[config.mk]
export PLATFORM = sky130hd
export DESIGN_NAME = wb_slave_sel_ctrl
export DESIGN_NICKNAME = d
export VERILOG_FILES = /design/src/rtl/wb_sel_pkg.sv /design/src/rtl/wb_ack_timer.sv /design/src/rtl/wb_slave_sel_ctrl.sv
export SDC_FILE = /design/constraint.sdc
export NUM_CORES = 1
export LEC_CHECK = 0
export CORE_MARGIN = 4
export CORE_UTILIZATION = 30
export DETAILED_ROUTE_END_ITERATION = 8
export HOLD_SLACK_MARGIN = 0.08
export PLACE_DENSITY_LB_ADDON = 0.1
export SYNTH_ARGS = -nofsm -noshare
export SYNTH_HDL_FRONTEND = slang
export SYNTH_SLANG_ARGS = --single-unit
[constraint.sdc]
create_clock -name WBs_CLK_i -period 2 [get_ports WBs_CLK_i]
set_clock_uncertainty 0.05 [all_clocks]
set_input_delay 0.4 -clock WBs_CLK_i [delete_from_list [all_inputs] [get_ports WBs_CLK_i]]
set_output_delay 0.4 -clock WBs_CLK_i [all_outputs]
set_load 0.02 [all_outputs]
[src/rtl/wb_sel_pkg.sv]
// Shared definitions for the Wishbone slave selector: FSM encoding,
// slave index constants, default read data and timeout counter width.
package wb_sel_pkg;

    typedef enum logic [1:0] {
        ST_IDLE = 2'd0,
        ST_BUSY = 2'd1,
        ST_DONE = 2'd2
    } wb_state_e;

    localparam int NUM_SLV = 3;

    localparam logic [1:0] IDX_REG   = 2'd0;
    localparam logic [1:0] IDX_UART0 = 2'd1;
    localparam logic [1:0] IDX_UART1 = 2'd2;

    localparam logic [31:0] DEF_DATA = 32'hFABDEFAC;

    localparam int CNT_W = 8;

endpackage

[src/rtl/wb_ack_timer.sv]
// Free-running wait counter for one slave access. Cleared while the
// selector is not waiting, counts each waiting cycle, and flags the
// last cycle the selector is willing to wait for an ack.
module wb_ack_timer #(
    parameter int CNT_W = 8,
    parameter int LIMIT = 255
) (
    input  logic WBs_CLK_i,
    input  logic WBs_RSTn_i,
    input  logic clr,
    input  logic en,
    output logic expire
);

    logic [CNT_W-1:0] cnt_q;

    // Wait-cycle counter: reset/clear dominate, otherwise count while enabled.
    always_ff @(posedge WBs_CLK_i) begin
        if (!WBs_RSTn_i || clr) begin
            cnt_q <= '0;
        end else if (en) begin
            cnt_q <= cnt_q + 1'b1;
        end
    end

    assign expire = (cnt_q == CNT_W'(LIMIT - 1));

endmodule

[src/rtl/wb_slave_sel_ctrl.sv]
// Wishbone slave selector between the AHB-to-FPGA bridge and three FPGA
// slaves (register file, UART0, UART1). Decodes the top two address bits,
// strobes the chosen slave, waits for its ack (or times out) and returns
// registered read data plus a one-cycle ack to the bridge.
//
// Handshake: the bridge raises CYC and STB together; a request is taken
// when both are seen high in IDLE. CYC must stay high until WBs_ACK_o has
// pulsed; dropping CYC while waiting abandons the access with no ack. A
// slave responds only while its slv_cyc_o bit is high, and its ack is
// honoured only in that window.
module wb_slave_sel_ctrl
    import wb_sel_pkg::*;
#(
    parameter int                   ADDRWIDTH     = 17,
    parameter int                   DATAWIDTH     = 32,
    parameter logic [1:0]           SEL_REG       = 2'b00,
    parameter logic [1:0]           SEL_UART0     = 2'b01,
    parameter logic [1:0]           SEL_UART1     = 2'b10,
    parameter int                   TIMEOUT_CYC   = 255,
    parameter logic [DATAWIDTH-1:0] DEF_REG_VALUE = DEF_DATA
) (
    input  logic                           WBs_CLK_i,
    input  logic                           WBs_RSTn_i,
    input  logic [ADDRWIDTH-1:0]           WBs_ADR_i,
    input  logic                           WBs_CYC_i,
    input  logic                           WBs_STB_i,
    input  logic                           WBs_WE_i,
    input  logic [3:0]                     WBs_BYTE_STB_i,
    input  logic [DATAWIDTH-1:0]           WBs_DAT_i,
    output logic [DATAWIDTH-1:0]           WBs_DAT_o,
    output logic                           WBs_ACK_o,
    output logic [NUM_SLV-1:0]             slv_cyc_o,
    input  logic [NUM_SLV*DATAWIDTH-1:0]   slv_dat_i,
    input  logic [NUM_SLV-1:0]             slv_ack_i,
    input  logic                           tmo_clr_i,
    output logic                           tmo_flag_o,
    output logic [ADDRWIDTH-1:0]           tmo_adr_o,
    output logic [1:0]                     dbg_state_o
);

    wb_state_e              state_q, state_d;
    logic [1:0]             idx_q, idx_d;
    logic [DATAWIDTH-1:0]   rdata_q, rdata_d;
    logic                   tmo_flag_d;
    logic [ADDRWIDTH-1:0]   tmo_adr_d;

    logic [1:0]             adr_sel;
    logic                   dec_mapped;
    logic [1:0]             dec_idx;
    logic                   sel_ack;
    logic [DATAWIDTH-1:0]   sel_dat;
    logic                   tmr_expire;

    // Write data, write enable and byte strobes reach the slaves straight
    // from the bridge; the selector itself never looks at them.
    logic unused_ok;
    assign unused_ok = ^{WBs_WE_i, WBs_BYTE_STB_i, WBs_DAT_i};

    assign adr_sel     = WBs_ADR_i[ADDRWIDTH-1 -: 2];
    assign dbg_state_o = state_q;

    wb_ack_timer #(
        .CNT_W (CNT_W),
        .LIMIT (TIMEOUT_CYC)
    ) u_ack_timer (
        .WBs_CLK_i  (WBs_CLK_i),
        .WBs_RSTn_i (WBs_RSTn_i),
        .clr        (state_q != ST_BUSY),
        .en         (state_q == ST_BUSY),
        .expire     (tmr_expire)
    );

    // Address decode: top two address bits pick a slave; the fourth code is unmapped.
    always_comb begin
        dec_mapped = 1'b1;
        dec_idx    = IDX_REG;
        case (adr_sel)
            SEL_REG:   dec_idx = IDX_REG;
            SEL_UART0: dec_idx = IDX_UART0;
            SEL_UART1: dec_idx = IDX_UART1;
            default:   dec_mapped = 1'b0;
        endcase
    end

    // Latched-slave muxing: ack/data from the selected slave, strobe only while waiting.
    always_comb begin
        sel_ack   = 1'b0;
        sel_dat   = '0;
        slv_cyc_o = '0;
        case (idx_q)
            IDX_REG: begin
                sel_ack      = slv_ack_i[0];
                sel_dat      = slv_dat_i[0*DATAWIDTH +: DATAWIDTH];
                slv_cyc_o[0] = (state_q == ST_BUSY);
            end
            IDX_UART0: begin
                sel_ack      = slv_ack_i[1];
                sel_dat      = slv_dat_i[1*DATAWIDTH +: DATAWIDTH];
                slv_cyc_o[1] = (state_q == ST_BUSY);
            end
            IDX_UART1: begin
                sel_ack      = slv_ack_i[2];
                sel_dat      = slv_dat_i[2*DATAWIDTH +: DATAWIDTH];
                slv_cyc_o[2] = (state_q == ST_BUSY);
            end
            default: begin
                sel_ack = 1'b0;
            end
        endcase
    end

    // Next-state logic: request decode, ack/timeout/abort handling, sticky timeout flag.
    always_comb begin
        state_d    = state_q;
        idx_d      = idx_q;
        rdata_d    = rdata_q;
        tmo_flag_d = tmo_flag_o & ~tmo_clr_i;
        tmo_adr_d  = tmo_adr_o;
        case (state_q)
            ST_IDLE: begin
                if (WBs_CYC_i && WBs_STB_i) begin
                    if (dec_mapped) begin
                        idx_d   = dec_idx;
                        state_d = ST_BUSY;
                    end else begin
                        rdata_d = DEF_REG_VALUE;
                        state_d = ST_DONE;
                    end
                end
            end
            ST_BUSY: begin
                if (!WBs_CYC_i) begin
                    state_d = ST_IDLE;
                end else if (sel_ack) begin
                    // A late ack in the final wait cycle still beats the timeout.
                    rdata_d = sel_dat;
                    state_d = ST_DONE;
                end else if (tmr_expire) begin
                    // Setting the flag overrides a clear arriving in the same cycle.
                    rdata_d    = DEF_REG_VALUE;
                    tmo_flag_d = 1'b1;
                    tmo_adr_d  = WBs_ADR_i;
                    state_d    = ST_DONE;
                end
            end
            ST_DONE: begin
                state_d = ST_IDLE;
            end
            default: begin
                state_d = ST_IDLE;
            end
        endcase
    end

    // State and output registers; the bridge ack/data are launched from DONE.
    always_ff @(posedge WBs_CLK_i) begin
        if (!WBs_RSTn_i) begin
            state_q    <= ST_IDLE;
            idx_q      <= IDX_REG;
            rdata_q    <= '0;
            WBs_ACK_o  <= 1'b0;
            WBs_DAT_o  <= '0;
            tmo_flag_o <= 1'b0;
            tmo_adr_o  <= '0;
        end else begin
            state_q    <= state_d;
            idx_q      <= idx_d;
            rdata_q    <= rdata_d;
            WBs_ACK_o  <= (state_q == ST_DONE);
            if (state_q == ST_DONE) begin
                WBs_DAT_o <= rdata_q;
            end
            tmo_flag_o <= tmo_flag_d;
            tmo_adr_o  <= tmo_adr_d;
        end
    end

endmodule

==> results summary, run 1 <==
The share of the synthesized area in the top cell type came out at 44.46%. The largest driver fanout on the critical path came out at 6. The final global-route overflow total is 0. The total met3 wirelength after detailed routing is 1078 um. The time the final worst path needs with I/O delays and setup came out at 1.892 ns. When the netlist entered floorplanning its net count stood at 654. The tightest min-delay check is of the flip-flop to flip-flop type. The fraction of layout instances using a drive strength above 1 is 11.62%. The register bit total from synthesis is 95.

The count of input and output buffers came out at 176. The detailed route wirelength on metal2 is 6379 um. In the layout the commonest cells are 173 x clkdlybuf4s50_1, 98 x nand2_1, 94 x dfxtp_1. The largest total area in the synthesized netlist belongs to dfxtp_1.

After clock tree synthesis, the flow added hold-fix buffers numbering 0. The highest metal layer with signal wires is met4. Synthesis produced 494 cells.

The top achievable clock speed came out at 528.4 MHz. The H-tree depth is 3. The initial antenna violation count is 0. The final-report hold violation count is 0. The cell depth of the worst min-delay path is 2. The critical path startpoint category is a flip-flop. The data required time of the worst path came out at 1.55 ns.

CTS saw 95 sinks. The origin of the worst min-delay path is rdata_q[10]. The cell area after layout came out at 6601 um2. The routed layout has 4,162 vias. The data arrival time of the critical path came out at 1.44 ns.

The I/O pin total came out at 214. The number of nets with antenna violations after routing came out at 0. The met1 layer wirelength in the final routing is 5604 um.

Yosys mapped the design onto 43 distinct sky130hd cell types. The core footprint is 13,930 um2. The relative area change from synthesis to final layout is 54.31%. The number of synthesized flops with an enable pin is 0. The largest net degree at the start of global routing is 64. For the pin with the worst max-slew slack, the measured transition is 0.3515 ns. Of the available clock period, the critical path in the final layout requires 94.62%.

The setup slack on the worst flop-to-flop path came out at 0.21 ns. The final cell utilization of the core came out at 47.37%. The worst setup path is captured at an output port. The sequential area share after synthesis came out at 44.46%.

The clock transition at the registers of the reported paths is 0.07 ns. The proportion of synthesized flip-flops having asynchronous set or reset is 0%. For this design the ratio of total power to cell area is 648.3 nW/um2. In this run the clock root is driven by a clkbuf_16.

By startpoint and endpoint, the worst setup path is classified as flip-flop to output port. The number of pins with negative max-slew slack in the final report is 0. Leaving out fill and tap cells, the most frequent cell in the layout is clkdlybuf4s50_1.

Counting along the longest clock path gives a buffer depth of 2. Summed over all cells, the static leakage comes to 2.241 nW. Setup repair after global routing left no endpoint under its margin. Setup violations remaining at the end of the flow were counted as 0.

The startpoint identified for the worst register-to-register timing path is idx_q[0]. The relative slew slack is 76.57%. The end of the worst register-to-register path is rdata_q[0]. Counting the buffers created by CTS gives 9. Routability-driven placement finished with a final weighted congestion of 0.7395.

The average footprint of a synthesized cell is 8.660 um2. The placed wire-length estimate is 9451 um. The number of antenna diodes in the final layout is 0. The count of warnings emitted by yosys came out at 0.

TritonCTS built the clock tree. The horizontal extent of the die is 127.4 um. The via count of the first global-routing pass was 4,183. The height of the die came out at 127.4 um.

The worst hold path terminates at WBs_DAT_o[10]. The total routing usage reported by global routing is 16.00%. The maximum vdd drop came out at 0.0004936 V. The number of DRC markers after the initial detailed-route iteration is 226. The number of cell instances on the worst register-to-register path is 7. At the later pin of the worst-skew pair, clock insertion delay measures 0.34 ns.

The first-pass GRT wire length came out at 20,930 um. The total die area is 16,230 um2. The flow ran to the end, and the final reports show no timing, DRC or antenna violations. The number of core rows is 43. Once the floorplan was initialized, standard cells occupied 30.70% of the core.

The setup total negative slack is 0 ns. The residual DRC count came out at 0. The total placed instance area is 6295 um2. For this run, the leading register cell type out of synthesis is dfxtp_1.

The cell area after technology mapping is 4278 um2. In the final design database the tool counted 826 nets. By area the synthesized netlist is led by dfxtp_1 44%, nand2_1 8.6%, mux2i_1 7.5%, a21oi_1 6.0%, o221a_2 5.5%. The total wire length after detailed routing came out at 13,150 um. The routed wirelength normalized by instance count came out at 15.45 um. The number of max-cap violations came out at 0. In the routed layout, each cell is associated on average with a via count of 4.891. For this run, the detailed router's first-pass iteration total came to 4.
==> worst max-delay path: stages (launching register included) <==
cell             delay [ns]
dfxtp_1                0.34
buf_4                  0.14
clkdlybuf4s50_1        0.62
==> worst max path at each step <==
stage	from	end	slack (ns)	cells after the start
finish	dbg_state_o[1]	dbg_state_o[1]	0.11	2
global route	dbg_state_o[1]	dbg_state_o[1]	0.005	2
CTS	dbg_state_o[0]	slv_cyc_o[0]	0.02	3
floorplan	dbg_state_o[0]	slv_cyc_o[0]	0.04	3
global placement	WBs_STB_i	rdata_q[2]	-0.06	6
detailed placement	WBs_ADR_i[16]	rdata_q[23]	-0.09	6
==> layout make-up <==
type / count / area (um2)
multi-input combinational: 352 / 2141
fill: 1349 / 7333
clock inverter: 5 / 65.06
timing repair buffer: 205 / 2013
sequential: 95 / 1903
clock buffer: 11 / 242.7
tap: 180 / 225.2
inverter: 3 / 11.26
==> cell usage after synthesis (all sizes together) (3+ instances only) <==
library cell	number
nand4	11
a21oi	51
o21ai	41
nor2b	4
o221a	23
clkbuf	29
nor2	15
o2bb2ai	9
mux2i	33
dfxtp	95
xor2	5
nand3	29
nand2	99
inv	3
buf	14
a31oi	12
==> state kept, by name (all words and copies together) (netlist names) <==
| register | count |
|---|---|
| u_ack_timer.cnt_q | 8 |
| WBs_DAT_o | 32 |
| dbg_state_o | 2 |
| rdata_q | 32 |
| tmo_adr_o | 17 |
| WBs_ACK_o | 1 |
| tmo_flag_o | 1 |
| idx_q | 2 |
==> metrics by stage <==
stage	hold slack (ns)	cells	setup slack [ns]	power (W)
after floorplan	0.3821	494	0.03754	0.002236
after global placement	0.3892	835	-0.06025	0.002572
after detailed placement	0.3956	835	-0.08600	0.002578
after CTS	0.4054	851	0.02440	0.004344
after global routing	0.4171	851	0.005187	0.004462
final	0.4007	851	0.1075	0.004280
==> report_power, final <==
| part | internal (W) | leakage (nW) | switching [W] | total [W] |
|---|---|---|---|---|
| sequential | 0.00193 | 0.769 | 0.0000229 | 0.00195 |
| clock | 0.00101 | 0.150 | 0.000737 | 0.00175 |
| combinational | 0.000347 | 1.32 | 0.000229 | 0.000576 |
| total | 0.00329 | 2.24 | 0.000989 | 0.00428 |
==> per-layer routing <==
| layer | track usage [%] | vias up |
|---|---|---|
| li1 | - | 2100 |
| met4 | 3.407 | 0 |
| met5 | 0 | - |
| met3 | 6.856 | 6 |
| met1 | 18.92 | 1939 |
| met2 | 27.07 | 117 |
==> what timing repair did <==
action                     in CTS  in global routing
gates resized for setup         3                  1
setup endpoints to repair       3                  2
buffers inserted                0                  0
hold endpoints to repair        0                  0
==> logic make-up (layout without fill, tap and decap cells) <==
kind of cell,count (synthesis),count (layout),synth area share (%)
fa+ha+maj,2,2,0.5849
compound gates,139,139,21.44
xor+xnor,6,6,1.228
buf+inv,47,224,5.908
mux,33,33,7.809
simple gates,172,172,18.57
flops,95,95,44.46
(Power assumes the default switching activity.)
==> run 2: changes to the inputs <==
- CAP_MARGIN: default -> 30
==> results of run 2 <==
The final DEF is identical to that of run 1; final timing and power are the same.
